===== src/rtl/ysyx_24090003_mem_arbiter.sv =====
// rtl/ysyx_24090003_mem_arbiter.sv - single-port memory arbiter between instruction fetch and load/store
//
// Purpose:
//   Shares one CPU memory port between the IF and LS requesters, one
//   transaction at a time. LS normally wins a simultaneous request; directly
//   after an LS grant, IF wins instead so fetch cannot starve.
//
// Ports:
//   cpu_clk, cpu_rs        clock (rising edge), synchronous active-low reset
//   if_req_*/if_addr       IF request handshake and fetch address
//   if_resp_*/if_rdata     IF response pulse, data and timeout error
//   ls_req_*/ls_addr/ls_w* LS request handshake, address, store fields
//   ls_resp_*/ls_rdata     LS response pulse, data and timeout error
//   mem_req_*/mem_addr/... memory request driven from latched fields
//   mem_resp_valid/rdata   memory response
//
// Configuration:
//   ARB_TIMEOUT_EN  when defined, a WAIT state ends with an error response
//                   after TIMEOUT cycles without mem_resp_valid.

module ysyx_24090003_mem_arbiter #(
  parameter int ADDR_W  = 32,
  parameter int DATA_W  = 32,
  parameter int TIMEOUT = 255
) (
  input  logic                cpu_clk,
  input  logic                cpu_rs,
  input  logic                if_req_valid,
  output logic                if_req_ready,
  input  logic [ADDR_W-1:0]   if_addr,
  output logic                if_resp_valid,
  output logic [DATA_W-1:0]   if_rdata,
  output logic                if_resp_err,
  input  logic                ls_req_valid,
  output logic                ls_req_ready,
  input  logic [ADDR_W-1:0]   ls_addr,
  input  logic                ls_wen,
  input  logic [DATA_W-1:0]   ls_wdata,
  input  logic [DATA_W/8-1:0] ls_wmask,
  output logic                ls_resp_valid,
  output logic [DATA_W-1:0]   ls_rdata,
  output logic                ls_resp_err,
  output logic                mem_req_valid,
  input  logic                mem_req_ready,
  output logic [ADDR_W-1:0]   mem_addr,
  output logic                mem_wen,
  output logic [DATA_W-1:0]   mem_wdata,
  output logic [DATA_W/8-1:0] mem_wmask,
  input  logic                mem_resp_valid,
  input  logic [DATA_W-1:0]   mem_rdata
);

  typedef enum logic [2:0] {
    S_IDLE, S_REQ_IF, S_REQ_LS, S_WAIT_IF, S_WAIT_LS
  } state_e;

  state_e                state_q;
  logic                  last_ls_q;   // 1: last grant went to LS, 0: to IF
  logic [ADDR_W-1:0]     addr_q;
  logic                  wen_q;
  logic [DATA_W-1:0]     wdata_q;
  logic [DATA_W/8-1:0]   wmask_q;

  logic grant_ls, grant_if, idle, in_wait_if, in_wait_ls, in_wait;
  logic timeout_hit, done;

  assign idle       = (state_q == S_IDLE);
  assign in_wait_if = (state_q == S_WAIT_IF);
  assign in_wait_ls = (state_q == S_WAIT_LS);
  assign in_wait    = in_wait_if | in_wait_ls;

  assign grant_ls = ls_req_valid & (!if_req_valid | !last_ls_q);
  assign grant_if = if_req_valid & !grant_ls;

  // Readiness is masked during reset: an accept on a reset edge would be lost.
  assign ls_req_ready = cpu_rs & idle & grant_ls;
  assign if_req_ready = cpu_rs & idle & grant_if;

  assign mem_req_valid = (state_q == S_REQ_IF) | (state_q == S_REQ_LS);
  assign mem_addr      = addr_q;
  assign mem_wen       = wen_q;
  assign mem_wdata     = wdata_q;
  assign mem_wmask     = wmask_q;

`ifdef ARB_TIMEOUT_EN
  localparam logic [15:0] TO_LAST = 16'(TIMEOUT - 1);

  logic [15:0] wait_cnt_q, wait_cnt_d;

  // Counter is zero on WAIT entry because every REQ cycle clears it.
  assign wait_cnt_d  = in_wait ? wait_cnt_q + 16'd1 : 16'd0;
  assign timeout_hit = in_wait & !mem_resp_valid & (wait_cnt_q == TO_LAST);

  always_ff @(posedge cpu_clk) begin
    if (!cpu_rs) wait_cnt_q <= 16'd0;
    else         wait_cnt_q <= wait_cnt_d;
  end
`else
  logic unused_timeout;
  assign unused_timeout = (TIMEOUT != 0);
  assign timeout_hit    = 1'b0;
`endif

  // A real response in the same cycle as the timeout takes precedence.
  assign done = mem_resp_valid | timeout_hit;

  assign if_resp_valid = in_wait_if & done;
  assign if_resp_err   = in_wait_if & timeout_hit;
  assign if_rdata      = (in_wait_if & mem_resp_valid) ? mem_rdata : '0;
  assign ls_resp_valid = in_wait_ls & done;
  assign ls_resp_err   = in_wait_ls & timeout_hit;
  assign ls_rdata      = (in_wait_ls & mem_resp_valid) ? mem_rdata : '0;

  always_ff @(posedge cpu_clk) begin
    if (!cpu_rs) begin
      state_q   <= S_IDLE;
      last_ls_q <= 1'b0;
      addr_q    <= '0;
      wen_q     <= 1'b0;
      wdata_q   <= '0;
      wmask_q   <= '0;
    end else begin
      case (state_q)
        S_IDLE: begin
          if (grant_ls) begin
            addr_q    <= ls_addr;
            wen_q     <= ls_wen;
            wdata_q   <= ls_wdata;
            wmask_q   <= ls_wmask;
            last_ls_q <= 1'b1;
            state_q   <= S_REQ_LS;
          end else if (grant_if) begin
            addr_q    <= if_addr;
            wen_q     <= 1'b0;
            wdata_q   <= '0;
            wmask_q   <= '0;
            last_ls_q <= 1'b0;
            state_q   <= S_REQ_IF;
          end
        end
        S_REQ_IF:  if (mem_req_ready) state_q <= S_WAIT_IF;
        S_REQ_LS:  if (mem_req_ready) state_q <= S_WAIT_LS;
        S_WAIT_IF: if (done) state_q <= S_IDLE;
        S_WAIT_LS: if (done) state_q <= S_IDLE;
        default:   state_q <= S_IDLE;
      endcase
    end
  end

endmodule

===== config.mk =====
export PLATFORM = sky130hd
export DESIGN_NAME = ysyx_24090003_mem_arbiter
export DESIGN_NICKNAME = d
export VERILOG_FILES = /design/src/rtl/ysyx_24090003_mem_arbiter.sv
export SDC_FILE = /design/constraint.sdc
export NUM_CORES = 1
export LEC_CHECK = 0
export BUFFER_PORTS_ARGS = -buffer_cell sky130_fd_sc_hd__buf_2
export CORE_AREA = 4 4 105 107
export CTS_BUF_LIST = sky130_fd_sc_hd__clkbuf_16
export CTS_CLUSTER_DIAMETER = 60
export DETAILED_ROUTE_END_ITERATION = 10
export DIE_AREA = 0 0 109 111
export GPL_TIMING_DRIVEN = 0
export MAX_ROUTING_LAYER = met4
export PLACE_DENSITY = 0.74
export SLEW_MARGIN = 20
export SYNTH_ARGS = -nofsm -noshare
export SYNTH_HDL_FRONTEND = slang
export SYNTH_SLANG_ARGS = --single-unit
export TNS_END_PERCENT = 10

===== constraint.sdc =====
create_clock -name cpu_clk -period 3.6 [get_ports cpu_clk]
set_input_delay 0.18 -clock cpu_clk [delete_from_list [all_inputs] [get_ports cpu_clk]]
set_output_delay 0.18 -clock cpu_clk [all_outputs]
set_load 0.005 [all_outputs]

==> flow_metrics.tcl <==
set metrics [dict create \
    grt_pass1_wl_um 20110 \
    grt_pass1_vias 4249 \
    cts.sinks 73 \
    finalPower_mw 2.545 \
    final_common_cell "buf_2" \
    cp_data_required_time_ns 3.42 \
    status "finished, final reports clean" \
    final_util_pct 54.54 \
    post_cts_buffers 0 \
    synthXorXnorAreaFrac_pct 0.2377 \
    yosysSeqAreaShare_pct 39.66 \
    vias_per_cell 5.157 \
    rows 37 \
    ios 279 \
    wl_per_cell_um 15.83 \
    via_count 4280 \
    die_area_um2 12100 \
    track_usage_pct 21.07 \
    clk_latency_ns 0.33 \
    cap_violations 0 \
    slew_viol_final 0 \
    synth_top_family_by_area "compound AO/OA/AOI/OAI gates" \
    internal_power_mw 1.781 \
    cts_root_buffer "clkbuf_16" \
    cts_buffer_depth 2 \
    p_per_area_nw_per_um2 460.2 \
    fill_cells 951 \
    hold_buffers 0 \
    path_class "reg2out" \
    p_sw_share_pct 30.00 \
    period_share_pct 61.46 \
    maxSlewHeadroom_pct 59.04 \
    cp_max_fo 10 \
    place_area_um2 5235 \
    ys_seq_elements 73 \
    muxShareOfSynthArea_pct 0.5433 \
    ir_drop_mv 0.2770 \
    dp_hpwl_um 10640 \
    finalCriticalPeriod_ns 2.213 \
    max_freq_mhz 451.9 \
    numPortBuffers 275 \
    cts_tree "yes" \
    ant_nets 0 \
    drc 0 \
    pwr-share-comb_pct 27.3 \
    antenna_found_initial 0 \
    coreArea_um2 10140 \
    drtIter0Drc 141 \
    antenna_cells 0 \
    switchingPower_mw 0.7633 \
    synthCells 402 \
    wirelength_um 13140 \
    synthSimpleGateAreaFrac_pct 20.17 \
    p_leak_nw 2.722 \
    cts_made_buffers 9 \
    post_cts_resized 0 \
    setup_tns_ns 0 \
    tightest_slew_ns 0.6096 \
    critPathCaptureType "output pin" \
    fin_area_um2 5529 \
    gp_congestion 0.8081 \
    area_growth_pct 50.05 \
    start_util_pct 36.34 \
    clock_power_share_pct 34.2 \
    layout-drive-gt1-share_pct 44.67 \
    avgSynthCellArea_um2 9.166 \
    finalSetupViolations 0 \
    rsz0062_at_grt "no" \
    skew_ns 0.008125 \
    hold_viol_final 0 \
    start_kind "flip-flop" \
    drt-pass1-iter-count 4 \
    synth_warnings 0 \
    htreeDepth 3 \
    netlist_area_um2 3685 \
    hold_path.class "in2reg" \
    overflow 0 \
    pwr-share-seq_pct 38.4 \
    final_cell_mix "281 x buf_2, 73 x dfxtp_1, 64 x and2_1" \
    synth-compound-area-share_pct 32.53 \
    die_w_um 109 \
    die_y_um 111 \
    critPathArrivalTime_ns 2.03 \
    grt_start_max_net_pins 14 \
    synth-adder-area-share_pct 0 \
    fin_nets 828 \
    clkTransAtPathRegs_ns 0.06 \
    synth_cell_types 36 \
]
[cell type report]
cell class | instances | area, µm² | area share (%)
sequential | 73 | 1461 | 26.43
buffer | 52 | 245.2 | 4.435
inverter | 1 | 3.754 | 0.06789
clock buffer | 9 | 225.2 | 4.073
timing repair buffer | 275 | 1376 | 24.89
tap | 136 | 170.2 | 3.078
clock inverter | 7 | 68.82 | 1.245
multi-input combinational | 277 | 1978 | 35.78
[final timing paths]
kind                                endpoint  slack, ns  depth (start not counted)                  startpoint
setup reg to reg  mem_wdata[29]$_SDFFE_PN0P_       1.95                          6     state_q[2]$_SDFFE_PN0P_
hold / removal    mem_wdata[28]$_SDFFE_PN0P_       0.10                          3                ls_wdata[28]
setup / recovery                ls_rdata[15]       1.39                          5     state_q[1]$_SDFFE_PN0P_
hold reg to reg   mem_wdata[26]$_SDFFE_PN0P_       0.48                          2  mem_wdata[26]$_SDFFE_PN0P_
[metrics by stage]
stage	hold WS, ns	instances	worst slack (ns)
after floorplan	0.3266	403	2.095
after global placement	0.4369	814	1.709
after detailed placement	0.4399	814	1.665
after CTS	0.09844	830	1.324
after global routing	0.1216	830	1.166
final	0.1035	830	1.387
[kinds of logic (layout without fill, tap and decap cells)]
logic type,after synthesis,in the layout
mux,2,2
compound gates,146,146
xor+xnor,1,1
buf+inv,53,344
simple gates,126,126
other cells,1,2
flops,73,73
[state kept, by name, summed over array words and instances (netlist names)]
signal     flops
mem_wmask      4
mem_addr      32
mem_wdata     32
last_ls_q      1
state_q        3
mem_wen        1
[synthesized netlist by cell type]
cell type	number	area, µm²
a21boi_0	33	247.7
nand2b_1	1	6.260
nor3_2	1	10.01
and3b_1	1	8.760
and2_1	64	400.4
nor2_8	1	20.02
o221a_2	2	22.52
nand3_1	37	185.2
nor4b_1	2	17.52
buf_4	3	22.52
conb_1	1	3.750
o32a_1	32	320.3
a21oi_1	2	10.01
or3_1	2	12.51
xnor2_1	1	8.760
nor3_1	2	10.01
mux2i_1	2	20.02
buf_2	6	30.03
a21boi_1	6	45.04
o21ai_0	38	190.2
buf_6	4	45.04
inv_2	1	3.750
and3_1	1	6.260
buf_1	2	7.510
a21bo_2	1	10.01
nor2_1	3	11.26
nor2b_1	3	18.77
nand2_1	6	22.52
nor3b_1	1	7.510
o221a_1	30	337.8
o211ai_1	1	7.510
clkbuf_1	36	135.1
dfxtp_1	73	1461
clkbuf_2	1	5.000
a211oi_1	1	7.510
nor2_2	1	6.260
[critical path, stage by stage (launching register included)]
cell	delay [ns]
dfxtp_1	0.34
buf_2	0.19
nor3_1	0.53
clkbuf_1	0.35
and2_1	0.19
buf_2	0.11
[metal layers]
metal / global-route usage (%) / share of wire, %
met2: 38.41 / 53
met5: - / 0
met4: 7.407 / 2.9
met3: 3.320 / 6.2
met1: 22.64 / 38
[power groups by stage]
stage	combinational (mW)	sequential [mW]	clock [mW]
after floorplan	0.382	1.00	0
after global routing	0.773	0.989	0.921
after global placement	0.688	0.988	0
after CTS	0.705	0.978	0.892
final	0.696	0.978	0.871
after detailed placement	0.702	0.995	0
Power figures use the tool's default switching activity.
